==> config.mk <==
export PLATFORM = sky130hd
export DESIGN_NAME = snake_body
export DESIGN_NICKNAME = d
export VERILOG_FILES = /design/src/rtl/snake_body.sv
export SDC_FILE = /design/constraint.sdc
export NUM_CORES = 1
export LEC_CHECK = 0
export ABC_AREA = 1
export CORE_UTILIZATION = 38
export DETAILED_ROUTE_END_ITERATION = 8
export PLACE_DENSITY_LB_ADDON = 0.08
export RECOVER_POWER = 100
export SLEW_MARGIN = 20
export SYNTH_ARGS = -nofsm -noshare
export SYNTH_HDL_FRONTEND = slang
export SYNTH_SLANG_ARGS = --single-unit
==> constraint.sdc <==
create_clock -name clk -period 7.8 [get_ports clk]
set_clock_uncertainty 0.15 [all_clocks]
set_input_delay 1.56 -clock clk [delete_from_list [all_inputs] [get_ports clk]]
set_output_delay 1.56 -clock clk [all_outputs]
set_load 0.1 [all_outputs]
==> src/rtl/snake_body.sv <==
// Snake body: advances the head once per game tick, shifts the segment register,
// detects wall/self collisions and answers renderer occupancy queries.
// Optional macro SNAKE_WRAP_EN: walls wrap instead of ending the game.
module snake_body #(
    parameter int unsigned GRID_W   = 32,
    parameter int unsigned GRID_H   = 24,
    parameter int unsigned MAX_LEN  = 16,
    parameter int unsigned TICK_DIV = 25000000
) (
    input  logic                           clk,
    input  logic                           rst,
    input  logic [3:0]                     current_heading,
    input  logic [31:0]                    length,
    input  logic [$clog2(GRID_W)-1:0]      query_x,
    input  logic [$clog2(GRID_H)-1:0]      query_y,
    output logic                           query_hit,
    output logic                           query_head,
    output logic [$clog2(GRID_W)-1:0]      head_x,
    output logic [$clog2(GRID_H)-1:0]      head_y,
    output logic [$clog2(MAX_LEN+1)-1:0]   seg_count,
    output logic                           step,
    output logic                           game_over
);

    localparam int unsigned XW    = $clog2(GRID_W);
    localparam int unsigned YW    = $clog2(GRID_H);
    localparam int unsigned CW    = $clog2(MAX_LEN + 1);
    localparam int unsigned CNT_W = (TICK_DIV > 1) ? $clog2(TICK_DIV) : 1;

    typedef enum logic {
        RUN  = 1'b0,
        OVER = 1'b1
    } state_t;

    state_t state, state_d;

    logic [XW-1:0]    seg_x [MAX_LEN];
    logic [YW-1:0]    seg_y [MAX_LEN];
    logic [CNT_W-1:0] cnt;

    logic          tick_c;
    logic          valid_c;
    logic          wall_c;
    logic          self_c;
    logic          move_c;
    logic [XW:0]   nx_w;
    logic [YW:0]   ny_w;
    logic [XW-1:0] nx_c;
    logic [YW-1:0] ny_c;
    logic [CW-1:0] eff_len_c;
    logic          hit_c;
    logic          head_hit_c;

    assign tick_c = (cnt == CNT_W'(TICK_DIV - 1));
    assign head_x = seg_x[0];
    assign head_y = seg_y[0];

    // Clamp requested length into 1..MAX_LEN
    always_comb begin
        eff_len_c = CW'(length);
        if (length == 32'd0) begin
            eff_len_c = CW'(1);
        end else if (length > 32'(MAX_LEN)) begin
            eff_len_c = CW'(MAX_LEN);
        end
    end

    // Candidate head, one bit wider so over/underflow shows up as out of range
    always_comb begin
        valid_c = 1'b1;
        nx_w    = {1'b0, seg_x[0]};
        ny_w    = {1'b0, seg_y[0]};
        case (current_heading)
            4'b0001: ny_w = ny_w - (YW+1)'(1);
            4'b0010: nx_w = nx_w + (XW+1)'(1);
            4'b0100: ny_w = ny_w + (YW+1)'(1);
            4'b1000: nx_w = nx_w - (XW+1)'(1);
            default: valid_c = 1'b0;
        endcase
    end

`ifdef SNAKE_WRAP_EN
    // Overflow lands exactly on GRID_x; anything else out of range is an underflow
    always_comb begin
        wall_c = 1'b0;
        nx_c   = nx_w[XW-1:0];
        ny_c   = ny_w[YW-1:0];
        if (nx_w == (XW+1)'(GRID_W)) begin
            nx_c = '0;
        end else if (nx_w > (XW+1)'(GRID_W)) begin
            nx_c = XW'(GRID_W - 1);
        end
        if (ny_w == (YW+1)'(GRID_H)) begin
            ny_c = '0;
        end else if (ny_w > (YW+1)'(GRID_H)) begin
            ny_c = YW'(GRID_H - 1);
        end
    end
`else
    always_comb begin
        nx_c   = nx_w[XW-1:0];
        ny_c   = ny_w[YW-1:0];
        wall_c = (nx_w >= (XW+1)'(GRID_W)) || (ny_w >= (YW+1)'(GRID_H));
    end
`endif

    // Self hit against segments 1..eff_len-2; the vacating tail is excluded
    always_comb begin
        self_c = 1'b0;
        for (int i = 1; i < int'(MAX_LEN); i++) begin
            if ((i + 2 <= int'(eff_len_c)) && (seg_x[i] == nx_c) && (seg_y[i] == ny_c)) begin
                self_c = 1'b1;
            end
        end
    end

    // Renderer occupancy over the live segments
    always_comb begin
        hit_c      = 1'b0;
        head_hit_c = (seg_x[0] == query_x) && (seg_y[0] == query_y);
        for (int i = 0; i < int'(MAX_LEN); i++) begin
            if ((i < int'(seg_count)) && (seg_x[i] == query_x) && (seg_y[i] == query_y)) begin
                hit_c = 1'b1;
            end
        end
    end

    always_ff @(posedge clk) begin
        if (rst) begin
            state <= RUN;
        end else begin
            state <= state_d;
        end
    end

    always_comb begin
        state_d = state;
        move_c  = 1'b0;
        case (state)
            RUN: begin
                if (tick_c && valid_c) begin
                    if (wall_c || self_c) begin
                        state_d = OVER;
                    end else begin
                        move_c = 1'b1;
                    end
                end
            end
            OVER: begin
                state_d = OVER;
            end
            default: begin
                state_d = RUN;
            end
        endcase
    end

    always_ff @(posedge clk) begin
        if (rst) begin
            cnt        <= '0;
            step       <= 1'b0;
            game_over  <= 1'b0;
            query_hit  <= 1'b0;
            query_head <= 1'b0;
            seg_count  <= CW'(1);
            for (int i = 0; i < int'(MAX_LEN); i++) begin
                seg_x[i] <= XW'(GRID_W / 2);
                seg_y[i] <= YW'(GRID_H / 2);
            end
        end else begin
            cnt        <= tick_c ? '0 : cnt + CNT_W'(1);
            step       <= move_c;
            game_over  <= (state_d == OVER);
            query_hit  <= hit_c;
            query_head <= head_hit_c;
            if (move_c) begin
                seg_count <= eff_len_c;
                seg_x[0]  <= nx_c;
                seg_y[0]  <= ny_c;
                for (int i = 1; i < int'(MAX_LEN); i++) begin
                    seg_x[i] <= seg_x[i-1];
                    seg_y[i] <= seg_y[i-1];
                end
            end
        end
    end

endmodule
Word level (Yosys, flattened, before mapping)
Memories as Yosys holds them, arrays and structs flattened.
Cells that the tools add are included.
{"block": "classes", "muxes": 79, "n_shift": 0, "n_lt_le_gt_ge": 34, "eq_ne": 67, "multipliers": 0, "div": 0, "reduce_logical": 69, "bitwise_logic": 33, "add_sub_neg": 5}
{"op": "$eq 5x5->1", "n": 62}
{"op": "$mux 5", "n": 34}
{"op": "$logic_and 1x1->1", "n": 64}
{"op": "$mux 1", "n": 42}
{"op": "$le 4x5->1 const A", "n": 8}
{"op": "$lt 4x5->1 const A", "n": 8}
{"op": "$gt 32x5->1 const B", "n": 1}
{"op": "$logic_not 32->1", "n": 1}
{"op": "$or 1x1->1", "n": 32}
{"op": "$add 25x1->25 const B", "n": 1}
{"op": "$eq 25x25->1 const B", "n": 1}
{"op": "$pmux 6 s2", "n": 2}
{"op": "$le 3x5->1 const A", "n": 4}
{"op": "$lt 3x5->1 const A", "n": 4}
{"op": "$add 5x1->6 const B", "n": 2}
{"op": "$sub 5x1->6 const B", "n": 2}
{"op": "$le 5x5->1 const A", "n": 2}
{"op": "$lt 1x5->1 const A", "n": 2}
{"op": "$lt 2x5->1 const A", "n": 2}
{"op": "$ge 6x5->1 const B", "n": 1}
{"op": "$ge 6x6->1 const B", "n": 1}
{"op": "$le 2x5->1 const A", "n": 1}
{"op": "$eq 4x1->1 const B", "n": 1}
{"op": "$eq 4x2->1 const B", "n": 1}
{"op": "other kinds (7)", "n": 8}
{"block": "word_totals", "reg_bits": 34, "latch_bits": 0, "mem_count": 2, "elab_cells": 295, "input_bits": 48, "output_inout_bits": 19, "romBits": 0, "mem_bits_rw": 160}
{"memory": "seg_x", "words": 16, "width": 5, "rd": 16, "rd_ports_with_merged_regs": 0, "write_ports": 16, "line": "37", "rtl": "logic [XW-1:0] seg_x [MAX_LEN];"}
{"memory": "seg_y", "words": 16, "width": 5, "rd": 16, "rd_ports_with_merged_regs": 0, "write_ports": 16, "line": "38", "rtl": "logic [YW-1:0] seg_y [MAX_LEN];"}

Logic depth before layout (Yosys ltp)
{"block": "logic_depth", "word_depth": 29, "depth_mapped": 27, "mapped_depth_nobuf": 24}

Worst setup path before layout
No wires, ideal clock.
{"block": "synth_path", "path_type": "input port to flip-flop", "startpoint": "input port current_heading[1]", "endpoint": "memory seg_x[0][0] (netlist bit), enable pin", "required_time_ps": 6323, "setup_ps": 1327, "n_path_buf": 2, "cell_stages": 20, "setup_slack_ps": -69, "arrival_time_ps": 6392, "cell_sequence": "nor2_1 -> nand3_2 -> buf_4 -> inv_1 -> ha_1 -> a21oi_1 -> nand2_1 -> nand2_1 -> nand3_4 -> nand2_4 -> buf_6 -> nand2_1 -> nand2_1 -> inv_1 -> nor3_1 -> nand3_1 -> nand3_1 -> nor2_1 -> nand3_2 -> nand2_1"}
{"element": "start, declared", "line": "12", "rtl": "input logic [3:0] current_heading,"}
{"element": "end, declared", "line": "37"}

==> results.sh <==
export IMPL_tightest_slew_ps=2694
export IMPL_synth_simple_area_share=0.3234
export IMPL_highest_layer="met4"
export IMPL_critPathSlowestCell="clkbuf_2"
export IMPL_path_clk_slew_ps=70
export IMPL_grt_setup_unrepaired="no"
export IMPL_grt_pass1_wl_mm=72.26
export IMPL_final_nets=1870
export IMPL_cts_max_path_buffers=2
export IMPL_wl_met1_mm=20.53
export IMPL_drt_total_wl_mm=49.75
export IMPL_period_minus_slack_ps=6803
export IMPL_violations="capacitance limit, slew limit"
export IMPL_first_pass_iters=6
export IMPL_synth_top_family_by_area="simple AND/OR/NAND/NOR gates"
export IMPL_fillerInstances=3597
export IMPL_numCtsBuffers=17
export IMPL_status="finished, violations left"
export IMPL_required_ps=7810
export IMPL_finalHoldViolCount=0
export IMPL_clock_latency_ps=470
export IMPL_syn_area_per_cell_um2=7.514
export IMPL_synthCells=1772
export IMPL_synthArstFlopShare=0
export IMPL_cts_resized=0
export IMPL_end_kind="register"
export IMPL_cp_start_kind="primary input"
export IMPL_wl_per_cell_um=21.83
export IMPL_synth_xor_area_share=0.08749
export IMPL_dieHeight_um=189.2
export IMPL_htreeDepth=4
export IMPL_die_w_um=189.2
export IMPL_slew_violations=76
export IMPL_path_buf_inv=4
export IMPL_yosys_area_top_type="edfxtp_1"
export IMPL_ys_ff_latch=194
export IMPL_cts_hold_buf=0
export IMPL_synthFlopType="edfxtp_1"
export IMPL_start_util=0.3854
export IMPL_final_common_cell="nand2_1"
export IMPL_synthTopCellsByArea="edfxtp_1, nand2_1, xor2_1, nor2_1, inv_1"
export IMPL_post_cts_buffers=0
export IMPL_syn_nets=1831
export IMPL_hold_class="reg -> reg"
export IMPL_syn_area_um2=13310
export IMPL_crit_family="simple AND/OR/NAND/NOR gates"
export IMPL_irDropWorstVdd_mv=0.1564
export IMPL_overflow=0
export IMPL_synth_edf_count=160
export IMPL_startpoint="current_heading[1]"
export IMPL_diodes=0
export IMPL_syn2layout_area_growth_pct=11.25
export IMPL_route_met3_wl_mm=3.144
export IMPL_core_area_um2=34540
export IMPL_r2r_start="seg_y[0][0]$_SDFFCE_PN0P_"
export IMPL_cts_tree="done"
export IMPL_critPathMaxFanout=34
export IMPL_io_buffers=66
export IMPL_fin_ws_ps=997.1
export IMPL_synth_compound_area_frac=0.06851
export IMPL_slew_headroom=-0.7958
export IMPL_drive_above_1_share=0.05044
export IMPL_hp_start="cnt[0]$_SDFF_PP0_"
export IMPL_drt_initial_drc_count=1215
export IMPL_finalSetupTns_ps=0
export IMPL_io_pins=67
export IMPL_antenna_found_initial=0
export IMPL_fmax_mhz=147.0
export IMPL_crit_chain="dlygate4sd3_1 -> nor2_1 -> nand3_1 -> inv_1 -> ha_1 -> xor2_1 -> inv_1 -> nand2_1 -> nand2_1 -> nand2_1 -> nand2_1 -> nor2_1 -> nand2_1 -> nor2_1 -> nand4_1 -> nand2_1 -> nor2_1 -> nand3_1 -> nor2_1 -> nand3_4 -> clkbuf_2 -> nor2_1"
export IMPL_grt_pass1_vias=11430
export IMPL_hpwl_mm=37.28
export IMPL_critPathMaxStageDelay_ps=780
export IMPL_rows=68
export IMPL_synth_warnings=0
export IMPL_grt_max_degree=112
export IMPL_maxCapViolations=2
export IMPL_post_route_period_util=0.8722
export IMPL_synth_cell_type_count=55
export IMPL_synth_fa_ha_area_frac=0.01147
export IMPL_pwr_density_cell_nw_per_um2=166.3
export IMPL_finalWeightedCongestion=1.017
export IMPL_dp_slack_ps=1177
export IMPL_routed_via_density=5.327
export IMPL_num_vias=12140
export IMPL_synth_mux_area_frac=0
export IMPL_ys_seq_area_frac=0.4120
export IMPL_wl_met2_mm=23.65
export IMPL_worstPathArrival_ps=6810
export IMPL_grtUsageTotal=0.2804
export IMPL_setup_viol=0
export IMPL_ant_nets=0
export IMPL_p_leak_nw=6.419
export IMPL_critPathKind="in -> reg"
export IMPL_cts_root_buf="clkbuf_16"
export IMPL_die_area_um2=35790
export IMPL_synth_top_area_share=0.3609
export IMPL_drc_errors=0
export IMPL_fin_hold_ws_ps=309.5
export IMPL_cts_sinks=194
export IMPL_final_cell_mix="nand2_1, nor2_1, inv_1"
stage by stage:
stage / util / total power (W) / cell area [um2] / std cells
2_1_floorplan: - / 0.001447 / 13320 / 1772
3_3_place_gp: 0.4150 / 0.001594 / 14340 / 2247
3_5_place_dp: 0.4150 / 0.001595 / 14340 / 2247
4_1_cts: 0.4311 / 0.002473 / 14890 / 2279
5_1_grt: 0.4288 / 0.002545 / 14810 / 2279
6_report: 0.4288 / 0.002464 / 14810 / 2279
cell families (layout without fill, tap and decap cells):
kind of cell,after synthesis,in the layout
compound gates,142,142
xor+xnor,133,133
buf+inv,304,356
simple gates,988,988
fa+ha+maj,11,11
flops,194,194
layout make-up:
cell class	instances	area (um2)	area share
multi-input cells	1274	6521	0.4403
flip-flops and latches	194	5485	0.3703
inverters	240	900.9	0.06082
repair buffers	84	778.2	0.05254
well taps	455	569.3	0.03844
clock buffers	18	429.2	0.02897
clock inverters	14	127.6	0.008616
power breakdown:
group | leakage (nW) | switching (W) | internal (W)
combinational | 4.30 | 0.000274 | 0.000120
clock | 0.265 | 0.000443 | 0.000444
sequential | 1.86 | 0.0000320 | 0.00115
Yosys cell counts (all sizes together), types with 2 or more instances:
cell type	number
o221ai	2
xnor2	18
o211ai	2
nand4	25
xor2	115
nand3b	10
inv	239
o22ai	27
a21oi	46
and3	2
or2	9
ha	9
o21ai	28
fa	2
nor2	279
a211oi	2
o21a	3
edfxtp	160
and2	2
o41ai	5
a2111oi	4
nor4	20
nand3	128
nor3	12
o2111ai	10
nand2	495
dfxtp	34
nor3b	4
buf	38
a221oi	6
clkbuf	26
per-layer routing:
metal | track usage | vias to the layer above
li1 | - | 5795
met3 | 0.04578 | 105
met5 | 0 | -
met4 | 0.1427 | 0
met2 | 0.4685 | 460
met1 | 0.3488 | 5780
registers in the layout, indices dropped and copies added (netlist names):
name	flops
query_head	1
game_over	1
cnt	25
step	1
seg_count	5
query_hit	1
seg_x	80
seg_y	80
worst paths after layout:
path	slack (ps)	depth (start not counted)	to
min reg2reg	310	1	cnt[0]$_SDFF_PP0_
max	1000	22	seg_x[0][2]$_SDFFCE_PN0P_
min	310	1	cnt[0]$_SDFF_PP0_
max reg2reg	2820	17	seg_x[0][2]$_SDFFCE_PN0P_
(Power assumes the default switching activity.)
